<file path="config.mk">
export PLATFORM = sky130hd
export DESIGN_NAME = uart_rx_param
export DESIGN_NICKNAME = d
export VERILOG_FILES = /design/src/rtl/uart_pkg.sv /design/src/rtl/uart_bit_timer.sv /design/src/rtl/uart_rx_param.sv
export SDC_FILE = /design/constraint.sdc
export NUM_CORES = 1
export LEC_CHECK = 0
export ABC_AREA = 1
export BUFFER_PORTS_ARGS = -buffer_cell sky130_fd_sc_hd__buf_2
export CORE_ASPECT_RATIO = 2
export CORE_UTILIZATION = 25
export DETAILED_ROUTE_END_ITERATION = 12
export GPL_ROUTABILITY_DRIVEN = 0
export PLACE_DENSITY = 0.41
export REMOVE_ABC_BUFFERS = 1
export SYNTH_ARGS = -nofsm -noshare
export SYNTH_HDL_FRONTEND = slang
export SYNTH_SLANG_ARGS = --single-unit
</file>
<file path="constraint.sdc">
create_clock -name clk -period 1.6 [get_ports clk]
set_input_delay 0.08 -clock clk [delete_from_list [all_inputs] [get_ports clk]]
set_output_delay 0.08 -clock clk [all_outputs]
set_load 0.01 [all_outputs]
</file>
<file path="src/rtl/uart_pkg.sv">
// rtl/uart_pkg.sv - shared constants and helpers for the parametrised UART
package uart_pkg;

    localparam int PARITY_NONE = 0;
    localparam int PARITY_EVEN = 1;
    localparam int PARITY_ODD  = 2;

    localparam logic [2:0] ST_IDLE   = 3'd0;
    localparam logic [2:0] ST_START  = 3'd1;
    localparam logic [2:0] ST_DATA   = 3'd2;
    localparam logic [2:0] ST_PARITY = 3'd3;
    localparam logic [2:0] ST_STOP   = 3'd4;

    // Bits needed for a counter that must hold values 0..max_value.
    function automatic int cnt_width(input int max_value);
        return (max_value < 1) ? 1 : $clog2(max_value + 1);
    endfunction

endpackage

</file>
<file path="src/rtl/uart_bit_timer.sv">
// rtl/uart_bit_timer.sv - bit-period down-counter with half/full reload and zero tick
module uart_bit_timer
    import uart_pkg::*;
#(
    parameter int CLKS_PER_BIT = 8
) (
    input  logic clk,
    input  logic clr,
    input  logic load_half,
    input  logic load_full,
    output logic tick
);

    localparam int TW = cnt_width(CLKS_PER_BIT - 1);
    // Loading N makes the tick arrive N clocks later, so a half load lands on mid-bit
    // and each full reload keeps samples exactly one bit period apart.
    localparam logic [TW-1:0] HALF = TW'(CLKS_PER_BIT / 2 - 1);
    localparam logic [TW-1:0] FULL = TW'(CLKS_PER_BIT - 1);

    logic [TW-1:0] cnt;

    // Reload on request, otherwise count down and rest at zero.
    always_ff @(posedge clk) begin
        if (clr) begin
            cnt <= '0;
        end else if (load_half) begin
            cnt <= HALF;
        end else if (load_full) begin
            cnt <= FULL;
        end else if (cnt != '0) begin
            cnt <= cnt - TW'(1);
        end
    end

    assign tick = (cnt == '0);

endmodule

</file>
<file path="src/rtl/uart_rx_param.sv">
// rtl/uart_rx_param.sv - parametrised UART receiver with parity/framing flags and valid/ready output
module uart_rx_param
    import uart_pkg::*;
#(
    parameter int CLKS_PER_BIT = 8,
    parameter int DATA_BITS    = 8,
    parameter int PARITY       = 0,
    parameter int STOP_BITS    = 1
) (
    input  logic                 clk,
    input  logic                 clr,
    input  logic                 TxD,
    output logic [DATA_BITS-1:0] rx_data,
    output logic                 rx_valid,
    input  logic                 rx_ready,
    output logic                 parity_err,
    output logic                 frame_err,
    output logic                 overrun,
    output logic                 busy
);

    localparam int BW = cnt_width(((DATA_BITS > STOP_BITS) ? DATA_BITS : STOP_BITS) - 1);
    localparam logic [BW-1:0] LAST_DATA = BW'(DATA_BITS - 1);
    localparam logic [BW-1:0] LAST_STOP = BW'(STOP_BITS - 1);
    localparam logic          ODD_SENSE = 1'(PARITY == PARITY_ODD);
    localparam logic          HAS_PAR   = 1'(PARITY != PARITY_NONE);

    logic                 rx_meta, rx_s, rx_q;
    logic [2:0]           state;
    logic [BW-1:0]        bit_cnt;
    logic [DATA_BITS-1:0] shift_reg;
    logic                 par_acc, par_bad, ferr_loc;
    logic                 tick, load_half, load_full;
    logic                 start_cond, commit;

    // Two-flop synchronizer plus one history flop; idle-high so reset creates no edge.
    always_ff @(posedge clk) begin
        if (clr) begin
            rx_meta <= 1'b1;
            rx_s    <= 1'b1;
            rx_q    <= 1'b1;
        end else begin
            rx_meta <= TxD;
            rx_s    <= rx_meta;
            rx_q    <= rx_s;
        end
    end

    // Only a genuine high-to-low transition starts a frame, so a stuck-low line stays quiet.
    assign start_cond = (state == ST_IDLE) && rx_q && !rx_s;
    assign load_half  = start_cond;
    assign load_full  = tick && (state != ST_IDLE);
    assign commit     = (state == ST_STOP) && tick && (bit_cnt == LAST_STOP);
    assign busy       = (state != ST_IDLE);

    uart_bit_timer #(
        .CLKS_PER_BIT(CLKS_PER_BIT)
    ) u_timer (
        .clk      (clk),
        .clr      (clr),
        .load_half(load_half),
        .load_full(load_full),
        .tick     (tick)
    );

    // Frame FSM: sample on each timer tick, shift data LSB first, accumulate parity and stop status.
    always_ff @(posedge clk) begin
        if (clr) begin
            state     <= ST_IDLE;
            bit_cnt   <= '0;
            shift_reg <= '0;
            par_acc   <= 1'b0;
            par_bad   <= 1'b0;
            ferr_loc  <= 1'b0;
        end else begin
            case (state)
                ST_IDLE: begin
                    if (start_cond) begin
                        state    <= ST_START;
                        bit_cnt  <= '0;
                        par_acc  <= 1'b0;
                        par_bad  <= 1'b0;
                        ferr_loc <= 1'b0;
                    end
                end
                ST_START: begin
                    if (tick) begin
                        state <= rx_s ? ST_IDLE : ST_DATA;
                    end
                end
                ST_DATA: begin
                    if (tick) begin
                        shift_reg <= {rx_s, shift_reg[DATA_BITS-1:1]};
                        par_acc   <= par_acc ^ rx_s;
                        if (bit_cnt == LAST_DATA) begin
                            bit_cnt <= '0;
                            state   <= HAS_PAR ? ST_PARITY : ST_STOP;
                        end else begin
                            bit_cnt <= bit_cnt + BW'(1);
                        end
                    end
                end
                ST_PARITY: begin
                    if (tick) begin
                        par_bad <= ((par_acc ^ rx_s) != ODD_SENSE);
                        bit_cnt <= '0;
                        state   <= ST_STOP;
                    end
                end
                ST_STOP: begin
                    if (tick) begin
                        if (!rx_s) begin
                            ferr_loc <= 1'b1;
                        end
                        if (bit_cnt == LAST_STOP) begin
                            state <= ST_IDLE;
                        end else begin
                            bit_cnt <= bit_cnt + BW'(1);
                        end
                    end
                end
                default: state <= ST_IDLE;
            endcase
        end
    end

    // Holding register: accept a finished frame if empty or draining now, else flag overrun.
    always_ff @(posedge clk) begin
        if (clr) begin
            rx_valid   <= 1'b0;
            rx_data    <= '0;
            parity_err <= 1'b0;
            frame_err  <= 1'b0;
            overrun    <= 1'b0;
        end else begin
            overrun <= 1'b0;
            if (commit) begin
                if (!rx_valid || rx_ready) begin
                    rx_valid   <= 1'b1;
                    rx_data    <= shift_reg;
                    parity_err <= HAS_PAR & par_bad;
                    frame_err  <= ferr_loc | ~rx_s;
                end else begin
                    overrun <= 1'b1;
                end
            end else if (rx_valid && rx_ready) begin
                rx_valid <= 1'b0;
            end
        end
    end

endmodule

</file>
# Yosys cells after proc, flatten, opt, wreduce, memory -nomap -nowiden

Cells that the tools add are included.

Register bits: 32
Output and inout port bits: 13

Add/sub/neg operators: 2
Eq/ne operators: 15
Muxes and demuxes: 27
Bitwise operators: 3
Reduce and logical (&&, ||, !) cells: 27

Operator list:

| cell                  | count |
|---|---|
| $mux W3               | 15 |
| $ne A2 B2 Y1 const B  | 8 |
| $pmux W3 S5           | 1 |
| $pmux W3 S4           | 1 |
| $logic_not A3 Y1      | 3 |
| $reduce_bool A3 Y1    | 3 |
| $mux W1               | 7 |
| $reduce_and A7 Y1     | 1 |
| $eq A3 B2 Y1 const B  | 2 |
| $eq A3 B3 Y1 const B  | 2 |
| $logic_and A1 B1 Y1   | 6 |
| $reduce_and A2 Y1     | 3 |
| $reduce_and A6 Y1     | 1 |
| $reduce_bool A2 Y1    | 3 |
| $mux W2               | 2 |
| $ne A2 B1 Y1 const B  | 2 |
| $reduce_and A4 Y1     | 1 |
| $reduce_bool A4 Y1    | 1 |
| $reduce_or A2 Y1      | 2 |
| $add A3 B1 Y3 const B | 1 |
| $eq A3 B1 Y1 const B  | 1 |
| $sub A3 B1 Y3 const B | 1 |
| $logic_not A1 Y1      | 2 |
| $not A1 Y1            | 2 |
| other kinds (3)       | 3 |

# Longest topological paths before layout

Gate-level depths: netlist of the first run.

Depth after elaboration: 5
Gate-level depth with buffers: 10
Mapped depth without buffers: 10

# By module

From an unflattened synthesis of the first run, not the netlist that was laid out.

Cells, all modules: 186
Area, all modules: 1423.9 µm²

Modules (own cells, without submodules):

| module         | instances | cells each | area an instance (µm²) | seq. area each (µm²) |
|---|---|---|---|---|
| uart_rx_param  | 1         | 159        | 1247.4                 | 580.6 |
| uart_bit_timer | 1         | 27         | 176.4                  | 60.1 |

# Worst setup path before layout of the first run

Ideal clock, no wire load.

Path kind: flip-flop to flip-flop
Start point: register u_timer.cnt[0]
End point: register bit_cnt[0]
Setup time: 0.113 ns
Data arrival time: 1.152 ns
Data required time: 1.487 ns
Slack: 0.335 ns
Stages on the path, launching flop included: 10
Path buffers: 0
Clock period less this slack: 1.265 ns
Path through: dfxtp_1 -> inv_1 -> ha_1 -> nand2_1 -> nand3_1 -> nand3_2 -> nor2_4 -> nand2_1 -> nand2_1 -> nor2_1

Cells in the longest elaborated chain, start to end: 3
Elaborated cells between the ends (all ways): 5

Ends and longest elaborated chain:

| item                                   | RTL line             | source |
|---|---|---|
| start: declaration                     | uart_bit_timer.sv:20 | `logic [TW-1:0] cnt;` |
| start signal: assignment               | uart_bit_timer.sv:31 | `cnt <= cnt - TW'(1);` |
| $logic_not A3 Y1 (*)                   | uart_bit_timer.sv:35 | `assign tick = (cnt == '0);` |
| $ne A2 B2 Y1 (no source line)          | --                   |  |
| $reduce_and A6 Y1 (no source line) (*) | --                   |  |
| end signal: assignment                 | uart_rx_param.sv:99  | `bit_cnt <= bit_cnt + BW'(1);` |
| end signal: assignment                 | uart_rx_param.sv:118 | `bit_cnt <= bit_cnt + BW'(1);` |
| end: declaration                       | uart_rx_param.sv:30  | `logic [BW-1:0] bit_cnt;` |

Mark *: on every way between the ends. The rest lies on a longest branch, timed or not.
A chain may end at the register's enable or synchronous reset.

# Final worst setup path of the first run

Start point: register u_timer.cnt[0]
End point: register rx_data[1]

Cells in the longest elaborated chain, start to end: 4

Ends and longest elaborated chain:

| item                               | RTL line             | source |
|---|---|---|
| $logic_not A3 Y1                   | uart_bit_timer.sv:35 |  |
| $logic_and A1 B1 Y1 (2 in a row)   | uart_rx_param.sv:53  | `assign commit = (state == ST_STOP) && tick && (bit_cnt == LAST_STOP);` |
| $reduce_and A2 Y1 (no source line) | --                   |  |
| end signal: assignment             | uart_rx_param.sv:140 | `rx_data <= shift_reg;` |
| end: declaration                   | uart_rx_param.sv:13  | `output logic [DATA_BITS-1:0] rx_data,` |

No other way between the ends.

==> impl_results.md, run 1 <==
* Status: finished clean
* Worst Path Buf+Inv at 2
* Slowest cell delay on critical path at 0.29 ns
* Rows at 39
* Pleak at 0.000827 uW
* Tot GR Track Use at 11.6%
* 1st-pass router iterations at 4
* Post-Syn Area at 1470 um2
* Worst Path Arrival at 1.62 ns
* CTS HTree Levels at 2
* Crit path top cell by count: inv_1
* Startpoint Class: flip-flop
* Max Transition Viols Final at 0
* Grt ovf at 0
* Layout cells sized above 1 at 18.7%
* Netlist cell types at 27
* Xor and xnor area share after synthesis at 0.595%
* Longest Clk Path Bufs at 2
* RSZ-0062 raised after global routing: false
* Drt drc at 0
* Post-CTS Setup Inserts at 0
* Worst-path clk slew at 0.05 ns
* Synth Area in Compound Gates at 12.8%
* Mapped Cells at 197
* Worst Path Required at 1.76 ns
* Vias per std cell at 4.45
* Ant. Diodes at 0
* Synth warn at 0
* Pwr per Cell Area at 1900 nW/um2
* Routed wire length at 3260 um
* CP Class: flip-flop to flip-flop
* Final Net Count at 228
* Setup TNS at 0 ns
* Vias in the first global route at 1242
* Antenna-violating nets left at 0
* Post-synthesis register bit count at 32
* Routed len/inst at 11.7 um
* P&R area growth vs syn at 21.0%
* Final Hold Fails at 0
* # port buffers at 15
* Initial antenna violation count at 0
* Peak supply drop at 0.000940 V
* Mux share of post-synthesis cell area at 0%
* Initial Util at 25.8%
* Global-route wire length before repair at 5430 um
* DR vias at 1247
* Seq/Total Area, Yosys at 43.5%
* Syn avg cell area at 7.47 um2
* Crit-path cells: inv_1 -> ha_1 -> inv_1 -> nor2_8 -> nand3_4 -> o21ai_0 -> a21oi_1
* Clk_skew at 0.00478 ns
* CTS tree: yes
* Largest net degree at the start of global routing at 24
* Io pins at 17
* Total power at 3380 uW
* Clk root buf: clkbuf_16
* Max frequency at 0.686 GHz
* Slowest CP cell: dfxtp_1
* Crit end category: flip-flop
* Die width at 56.2 um
* CP delay by family, top: simple AND/OR/NAND/NOR gates
* Post-Synth Simple-Gate Area at 27.9%
* Sink Count at 32
* Tmin final at 1.46 ns
* Hpwl dp at 2500 um
* Post-cts resize count at 0
* Die height at 110 um
* Post-CTS Hold Buffers at 1
* Max FO, Critical Path at 18
* Fill cell count at 615
* Max_cap viols at 0
* Hold WC Path Type: input port to flip-flop
* Clock latency on the worst-skew pair at 0.28 ns
* Num CTS Buffers at 5
* Core area at 5710 um2
* Setup-failing EPs final at 0
* Synth Area in Adders at 4.25%
* Largest family of logic cells by synthesized area: simple AND/OR/NAND/NOR gates
* Final Cycle Share at 91.1%
* Die area at 6210 um2
* DR iter-0 viols at 30
[layout by cell type, fill, tap and decap left out, types with 3 or more instances in the layout]
master,count
a21oi_1,17
buf_2,15
buf_4,3
clkbuf_16,5
dfxtp_1,32
ha_1,5
inv_1,31
nand2_1,28
nand3_1,11
nor2_1,29
nor2_4,4
o21ai_0,18
[cell families (layout without fill, tap and decap cells)]
kind of cell / after synthesis / count (layout)
and+or+nand+nor: 83 / 83
buffers and inverters: 38 / 60
AOI/OAI and AO/OA: 37 / 37
DFF: 32 / 32
adders and majority gates: 5 / 5
other: 1 / 1
xor gates and xnor gates: 1 / 1
[synthesized netlist by cell type]
| cell | count | area share (%) |
|---|---|---|
| nand4_1 | 2 | 0.85 |
| ha_1 | 5 | 4.3 |
| o21ai_0 | 18 | 6.1 |
| nand2_1 | 28 | 7.1 |
| clkinv_2 | 1 | 0.34 |
| nand3_1 | 11 | 3.7 |
| conb_1 | 1 | 0.25 |
| nor2_8 | 1 | 1.4 |
| nand3_4 | 1 | 1.2 |
| dfxtp_1 | 32 | 44 |
| nor3_1 | 1 | 0.34 |
| or2_2 | 2 | 0.85 |
| buf_6 | 1 | 0.77 |
| buf_1 | 1 | 0.25 |
| xor2_1 | 1 | 0.60 |
| o21ai_2 | 1 | 0.60 |
| inv_2 | 2 | 0.51 |
| nor2_2 | 1 | 0.43 |
| a21oi_1 | 17 | 5.8 |
| nand2_2 | 2 | 0.85 |
| nand3_2 | 1 | 0.68 |
| buf_2 | 1 | 0.34 |
| buf_4 | 1 | 0.51 |
| inv_1 | 31 | 7.9 |
| o21ai_1 | 1 | 0.34 |
| nor2_4 | 4 | 3.1 |
| nor2_1 | 29 | 7.4 |
[cell type report]
| cell class | count | area, um2 | area share [%] |
|---|---|---|---|
| clock buffer | 7 | 153 | 8.57 |
| tap | 61 | 76.3 | 4.29 |
| timing repair buffer | 19 | 108 | 6.04 |
| multi-input combinational | 127 | 674 | 37.9 |
| sequential | 32 | 641 | 36.0 |
| inverter | 34 | 129 | 7.24 |
[where the power goes]
group	switching [uW]	leakage (uW)	internal [uW]
Sequential	145	0.000261	974
Clock	328	0.0000760	652
Combinational	825	0.000491	454
Total	1300	0.000827	2080
[worst paths after layout]
kind	slack (ns)	cells past startpoint	from	to
worst min register to register	0.43	1	rx_meta	rx_s
worst max register to register	0.14	7	u_timer.cnt[0]	rx_data[1]
worst max-delay path	0.14	7	u_timer.cnt[0]	rx_data[1]
worst min-delay path	0.07	2	clr	u_timer.cnt[0]
[worst register-to-register path, cell delays in order (launching register included)]
cell and delay (ns):
dfxtp_1 0.29, inv_1 0.10, ha_1 0.18, inv_1 0.09, nor2_8 0.16, nand3_4 0.21
o21ai_0 0.25, a21oi_1 0.06
[metrics by stage]
step	utilization (%)	cell area (um2)	worst slack [ns]	cells	hold WS, ns
global placement	28.3	1620	0.125	272	0.271
finish	31.2	1780	0.142	280	0.0695
floorplan	-	1440	0.329	193	0.149
detailed placement	28.3	1620	0.101	272	0.274
CTS	31.2	1780	0.0998	280	0.0657
global route	31.2	1780	0.00447	280	0.0927
[layer usage]
layer	up-vias	GRT usage [%]	share of wire, %
li1	659	-	-
met1	566	9.88	36
met2	12	22.1	58
met3	10	2.46	2.0
met4	0	8.78	3.6
met5	-	0	0
No activity file was read; power rests on OpenSTA's default activity.
==> inputs of run 2 (changes only) <==
--- a/config.mk
+++ b/config.mk
@@ -7,11 +7,11 @@
 export LEC_CHECK = 0
 export ABC_AREA = 1
 export BUFFER_PORTS_ARGS = -buffer_cell sky130_fd_sc_hd__buf_2
-export CORE_ASPECT_RATIO = 2
+export CORE_ASPECT_RATIO = 1.4
 export CORE_UTILIZATION = 25
 export DETAILED_ROUTE_END_ITERATION = 12
 export GPL_ROUTABILITY_DRIVEN = 0
-export PLACE_DENSITY = 0.41
+export PLACE_DENSITY = 0.42
 export REMOVE_ABC_BUFFERS = 1
 export SYNTH_ARGS = -nofsm -noshare
 export SYNTH_HDL_FRONTEND = slang
==> constraint.sdc (replaced) <==
create_clock -name clk -period 1.2 [get_ports clk]
set_input_delay 0.06 -clock clk [delete_from_list [all_inputs] [get_ports clk]]
set_output_delay 0.06 -clock clk [all_outputs]
set_load 0.01 [all_outputs]
==> run 2 against run 1 <==
Net effect: the run now ends with negative setup slack left; non-clock buffer count is 25 higher; sequential power up 36%; via count grew 9.8%; first-iteration DRC count decreased by 30%; combinational power up 120%; sequential cell count did not move; power rose by 53%; wire length up 10%; critical path type unchanged; largest power group unchanged.
==> impl_results.md, run 2 (synthesis gave the netlist of run 1 again) <==
* Placed cell count at 294
* # port buffers at 15
* Crit end category: flip-flop
* Post-route insts no fill at 316
* Area of the multi-input gates at 891 um2
* Reg2Reg Launch Point: state[0]
* Routed wire length at 3590 um
* Hold WC Path Type: input port to flip-flop
* Final Hold Fails at 0
* Seq pwr share at 29.2%
* Hold Slack at 0.0220 ns
* CTS HTree Levels at 2
* Largest net degree at the start of global routing at 26
* P&R area growth vs syn at 48.2%
* Die height at 92.8 um
* Pint at 3010 uW
* Violated checks: negative setup slack
* Max_cap viols at 0
* Clock power share at 16.2%
* Die area at 6200 um2
* 1st-pass router iterations at 4
* Clk_skew at 0.00916 ns
* P_sw at 2180 uW
* Rows at 32
* DR vias at 1369
* Tmin final at 1.29 ns
* Met3 wire length at 89 um
* Peak supply drop at 0.000896 V
* Vias in the first global route at 1375
* Hold Path Sink: rx_valid
* Clk root buf: clkbuf_8
* Die width at 66.8 um
* Startpoint Class: flip-flop
* Core area at 5610 um2
* Comb pwr share at 54.6%
* Sink Count at 32
* Layout cells sized above 1 at 45.6%
* Tot GR Track Use at 13.3%
* Worst-path clk slew at 0.07 ns
* Clock latency on the worst-skew pair at 0.29 ns
* Setup-failing EPs final at 19
* Net Sw Frac at 42.0%
* Max frequency at 0.776 GHz
* Reg-to-Reg End: rx_data[2]
* Antenna-violating nets left at 0
* Routed len/inst at 11.4 um
* Pleak at 0.000956 uW
* Worst Path Arrival at 1.47 ns
* RSZ-0062 raised after global routing: true
* Status: complete, but fails checks
* Pwr per Cell Area at 2380 nW/um2
* DR iter-0 viols at 21
* Initial antenna violation count at 0
* Final Core Density at 38.9%
* Worst setup margin at -0.0893 ns
* Reg2Reg Depth at 6
* Longest Clk Path Bufs at 2
* Max Transition Viols Final at 0
* Reg2reg setup slack at -0.09 ns
* CTS tree: yes
* Num CTS Buffers at 5
* CP Class: flip-flop to flip-flop
* Seq. cell area at 657 um2
* M1 wire length at 1520 um
* Place WS at -0.170 ns
* Max FO, Critical Path at 7
* Drt drc at 0
* Initial Util at 26.2%
* Global-route wire length before repair at 6130 um
* Max Used Layer: met4
* Ant. Diodes at 0
* Hpwl dp at 2390 um
* Final Cycle Share at 107%
* HP Start: clr
* Min-Delay Path Depth at 2
* Met2 routed WL at 1870 um
* Vias per std cell at 4.33
* Most frequent cells in the layout: nor2_1, dfxtp_1, nand2_1, inv_1, buf_4
* Io pins at 17
* Fill cell count at 593
* Grt ovf at 0
* Worst Path Required at 1.38 ns
* Final Net Count at 256
[run 2: cell type report]
class / count / share of cell area (%)
repair inverters: 1 / 0.229
multi-input cells: 129 / 40.8
inverters: 34 / 6.20
flip-flops and latches: 32 / 30.1
clock inverters: 2 / 0.746
well taps: 68 / 3.90
repair buffers: 44 / 14.6
clock buffers: 6 / 3.33
[run 2: metal layers]
layer / track usage (%) / vias to the layer above
met5: 0 / -
met4: 7.27 / 0
met3: 2.71 / 8
met2: 23.4 / 15
met1: 14.3 / 622
li1: - / 724
[run 2: power groups by stage]
stage | clock network, uW | logic [uW] | registers, uW
final | 838 | 2830 | 1520
after CTS | 870 | 2750 | 1510
after floorplan | 0 | 1320 | 1500
after global routing | 909 | 3150 | 1550
after global placement | 0 | 2080 | 1480
after detailed placement | 0 | 2070 | 1470
[run 2: how the worst max path moves through the flow]
stage,startpoint,to,depth (start not counted),slack [ns]
2_1_floorplan,u_timer.cnt[0],bit_cnt[0],9,-0.07
3_3_place_gp,bit_cnt[0],rx_data[4],7,-0.18
3_5_place_dp,bit_cnt[0],rx_data[5],7,-0.17
4_1_cts,state[0],rx_data[3],6,-0.09
5_1_grt,u_timer.cnt[0],bit_cnt[0],9,-0.18
6_report,state[0],rx_data[2],6,-0.09
[run 2: repair_timing]
action | 4_1_cts | 5_1_grt
hold buffers | 1 | 0
setup endpoints to repair | 27 | 30
gates cloned | 3 | 0
pin swaps | 26 | 4
setup buffers | 10 | 0
hold endpoints to repair | 1 | 0
resized for setup | 62 | 12
[run 2: through the flow]
| stage | area (um2) | TNS [ns] | total power [uW] |
|---|---|---|---|
| 2_1_floorplan | 1440 | -0.724 | 2830 |
| 3_3_place_gp | 1750 | -3.32 | 3550 |
| 3_5_place_dp | 1750 | -3.06 | 3550 |
| 4_1_cts | 2140 | -1.16 | 5130 |
| 5_1_grt | 2180 | -3.27 | 5610 |
| 6_report | 2180 | -0.924 | 5180 |
[run 2: worst max-delay path, cell delays in order (launching register included)]
cell and delay (ns):
dfxtp_4 0.35, nor2_4 0.17, nand2_2 0.10, nor2_4 0.19
nand3_4 0.16, o21ai_1 0.19, a21oi_2 0.04
==> inputs of run 3 (changes only) <==
--- a/config.mk
+++ b/config.mk
@@ -11,8 +11,10 @@
 export CORE_UTILIZATION = 25
 export DETAILED_ROUTE_END_ITERATION = 12
 export GPL_ROUTABILITY_DRIVEN = 0
-export PLACE_DENSITY = 0.42
+export HOLD_SLACK_MARGIN = 0.15
+export PLACE_DENSITY = 0.41
 export REMOVE_ABC_BUFFERS = 1
 export SYNTH_ARGS = -nofsm -noshare
 export SYNTH_HDL_FRONTEND = slang
+export SYNTH_HIERARCHICAL = 1
 export SYNTH_SLANG_ARGS = --single-unit
==> run 3 against run 2 <==
Net effect: the flow still finishes with violations (negative setup slack); clock skew barely moved; sequential power is essentially flat; register-to-register slack lost 0.04 ns; sequential share of layout area down 2.1 points; non-clock buffer count up 8; highest routed layer unchanged; synthesized area shrank 3.2%; wire length grew 1.4%; die area fell by 3.2%; fmax shrank 2.7%; via count decreased by 0.15%.
==> impl_results.md, run 3 <==
* Vias per std cell at 4.42
* Mux share of post-synthesis cell area at 0%
* Seq/Total Area, Yosys at 45.0%
* Global-route wire length before repair at 6030 um
* Synth Area in Compound Gates at 18.0%
* Routed wire length at 3640 um
* Num CTS Buffers at 5
* CP Class: flip-flop to flip-flop
* Seq pwr share at 26.9%
* Initial Util at 26.0%
* Antenna-violating nets left at 0
* RSZ-0062 raised after global routing: true
* Initial antenna violation count at 0
* Crit end category: flip-flop
* Largest net degree at the start of global routing at 23
* HP Start: rx_meta
* Die height at 91.3 um
* P_sw at 2130 uW
* Netlist cell types at 26
* P&R area growth vs syn at 64.5%
* Commonest non-fill, non-tap cell in the layout: dfxtp_1
* Synth warn at 6
* Pint at 3410 uW
* Routed len/inst at 11.8 um
* Post-synth top cells: dfxtp_1, inv_1, a21oi_1, nand2_1, nor2_1
* Io pins at 17
* Longest Clk Path Bufs at 2
* Ys flop type: dfxtp_1
* Sink Count at 32
* Max FO, Critical Path at 4
* Die width at 65.8 um
* Max Transition Viols Final at 0
* Status: complete, but fails checks
* Largest family of logic cells by synthesized area: simple AND/OR/NAND/NOR gates
* Dominant cells by area after synthesis: dfxtp_1, a21oi_1, inv_1, nand2_1, o21ai_0
* Ant. Diodes at 0
* Max frequency at 0.755 GHz
* Comb pwr share at 54.7%
* Crit path depth at 9
* # port buffers at 15
* Startpoint Class: flip-flop
* Grt ovf at 0
* Synth Area in Adders at 4.39%
* CP delay by family, top: flip-flops
* Hpwl dp at 2290 um
* Yosys top cell by area: dfxtp_1
* Reg2Reg Launch Point: bit_cnt[1]
* Final Hold Fails at 0
* Post-Syn Area at 1420 um2
* DP Area at 1750 um2
* Post-synthesis register bit count at 32
* Max_cap viols at 0
* Most frequent cells in the layout: dfxtp_1, buf_4, a21oi_1, nand2_1, inv_1
* Worst Path Buf+Inv at 3
* CTS tree: yes
* Most frequent cell after synthesis: dfxtp_1
* Worst Path Arrival at 1.54 ns
* Pwr per Cell Area at 2370 nW/um2
* Worst Path Required at 1.41 ns
* Hold Path Sink: rx_s
* Worst setup margin at -0.125 ns
* DR iter-0 viols at 29
* Clk root buf: clkbuf_8
* Fill cell count at 546
* Syn avg cell area at 7.66 um2
* Final instance area at 2340 um2
* Clock power share at 18.5%
* Pleak at 0.000992 uW
* Violated checks: negative setup slack
* Slowest CP cell: dfxtp_4
* CTS HTree Levels at 2
* Slowest cell delay on critical path at 0.37 ns
* Reg-to-Reg End: rx_data[6]
* Tmin final at 1.32 ns
* Min-Delay Path Depth at 1
* Reg2reg setup slack at -0.12 ns
* DR vias at 1367
* Reg2Reg Depth at 9
* Xor and xnor area share after synthesis at 0%
* 1st-pass router iterations at 4
* Worst-path clk slew at 0.07 ns
* Die area at 6010 um2
* Final Net Count at 249
* Hold WC Path Type: flip-flop to flip-flop
* Final Cycle Share at 110%
* Setup-failing EPs final at 17
* Tot GR Track Use at 13.3%
* Post-synth EDFFs at 0
* Clock latency on the worst-skew pair at 0.29 ns
* Vias in the first global route at 1375
* Net Sw Frac at 38.5%
* Drt drc at 0
* Core area at 5490 um2
* Layout cells sized above 1 at 52.7%
* Mapped Cells at 186
* Final Core Density at 42.7%
* Post-Synth Simple-Gate Area at 22.2%
* Post-synth top area share at 45.0%
* Total power at 5540 uW
* Crit-path cells: inv_4 -> ha_4 -> nand2_4 -> nor2_4 -> nand3_4 -> inv_6 -> clkbuf_16 -> o21ai_2 -> a21oi_1
* Rows at 32
* Post-synth ARST share at 0%
* Peak supply drop at 0.00102 V
* Clk_skew at 0.00888 ns
-- run 3: changes by cell type in the layout (fill, tap and decap cells not counted), moves of 3 or more --
cell	change
a21oi_1	+14
nor2_1	-13
o21ai_2	+12
o21ai_1	-8
a21oi_2	-6
inv_1	-6
o21ai_0	-6
nand2_1	-4
nand3_2	-4
dfxtp_2	+3
inv_2	-3
inv_4	+3
-- run 3: per-layer routing --
metal / GRT usage (%) / routed length [um] / vias up / part of all wire [%]
li1: - / - / 714 / -
met1: 13.7 / 1390 / 634 / 38
met3: 3.39 / 105 / 5 / 2.9
met4: 6.88 / 70 / 0 / 1.9
met5: 0 / 0 / - / 0
met2: 23.6 / 2080 / 14 / 57
-- run 3: through the flow --
step / TNS [ns] / instances / worst slack (ns) / hold WS (ns)
after floorplan: -4.40 / 181 / -0.287 / 0.129
after global placement: -5.99 / 288 / -0.302 / 0.242
after detailed placement: -5.61 / 288 / -0.271 / 0.255
after CTS: -2.54 / 305 / -0.159 / 0.417
after global routing: -3.60 / 309 / -0.240 / 0.425
final: -1.62 / 309 / -0.125 / 0.414
-- run 3: final cells by class --
class	count	area, um2	area share [%]
Clock buffer	6	72.6	3.10
Clock inverter	2	35.0	1.50
Inverter	29	131	5.61
Multi-Input combinational cell	120	900	38.4
Sequential cell	32	657	28.0
Tap cell	68	85.1	3.63
Timing Repair Buffer	52	462	19.7
-- run 3: power by group through the flow --
stage | sequential, uW | clock (uW) | combinational (uW)
after floorplan | 1470 | 0 | 1120
after global placement | 1450 | 0 | 2000
after detailed placement | 1450 | 0 | 1980
after CTS | 1450 | 1060 | 2630
after global routing | 1520 | 1140 | 3350
final | 1490 | 1020 | 3030
-- run 3: logic make-up after synthesis --
kind of cell | after synthesis
AO/OA/AOI/OAI | 47
AND/OR/NAND/NOR | 67
adder cells (fa/ha/maj) | 5
other | 1
buffers and inverters | 34
flip-flops | 32
-- run 3: how the worst max path moves through the flow --
stage | startpoint | endpoint | slack [ns]
global placement | u_timer/cnt[0] | shift_reg[2] | -0.30
detailed placement | bit_cnt[0] | bit_cnt[1] | -0.27
floorplan | u_timer/cnt[0] | shift_reg[0] | -0.29
global route | bit_cnt[1] | rx_data[6] | -0.24
CTS | bit_cnt[0] | state[2] | -0.16
finish | bit_cnt[1] | rx_data[6] | -0.12
-- run 3: repair_timing --
item,in CTS,in global routing
setup endpoints to repair,28,30
gates resized for setup,55,54
hold buffers,3,0
pin swaps,14,13
setup buffers,6,2
cloned,1,2
hold endpoints to repair,8,0
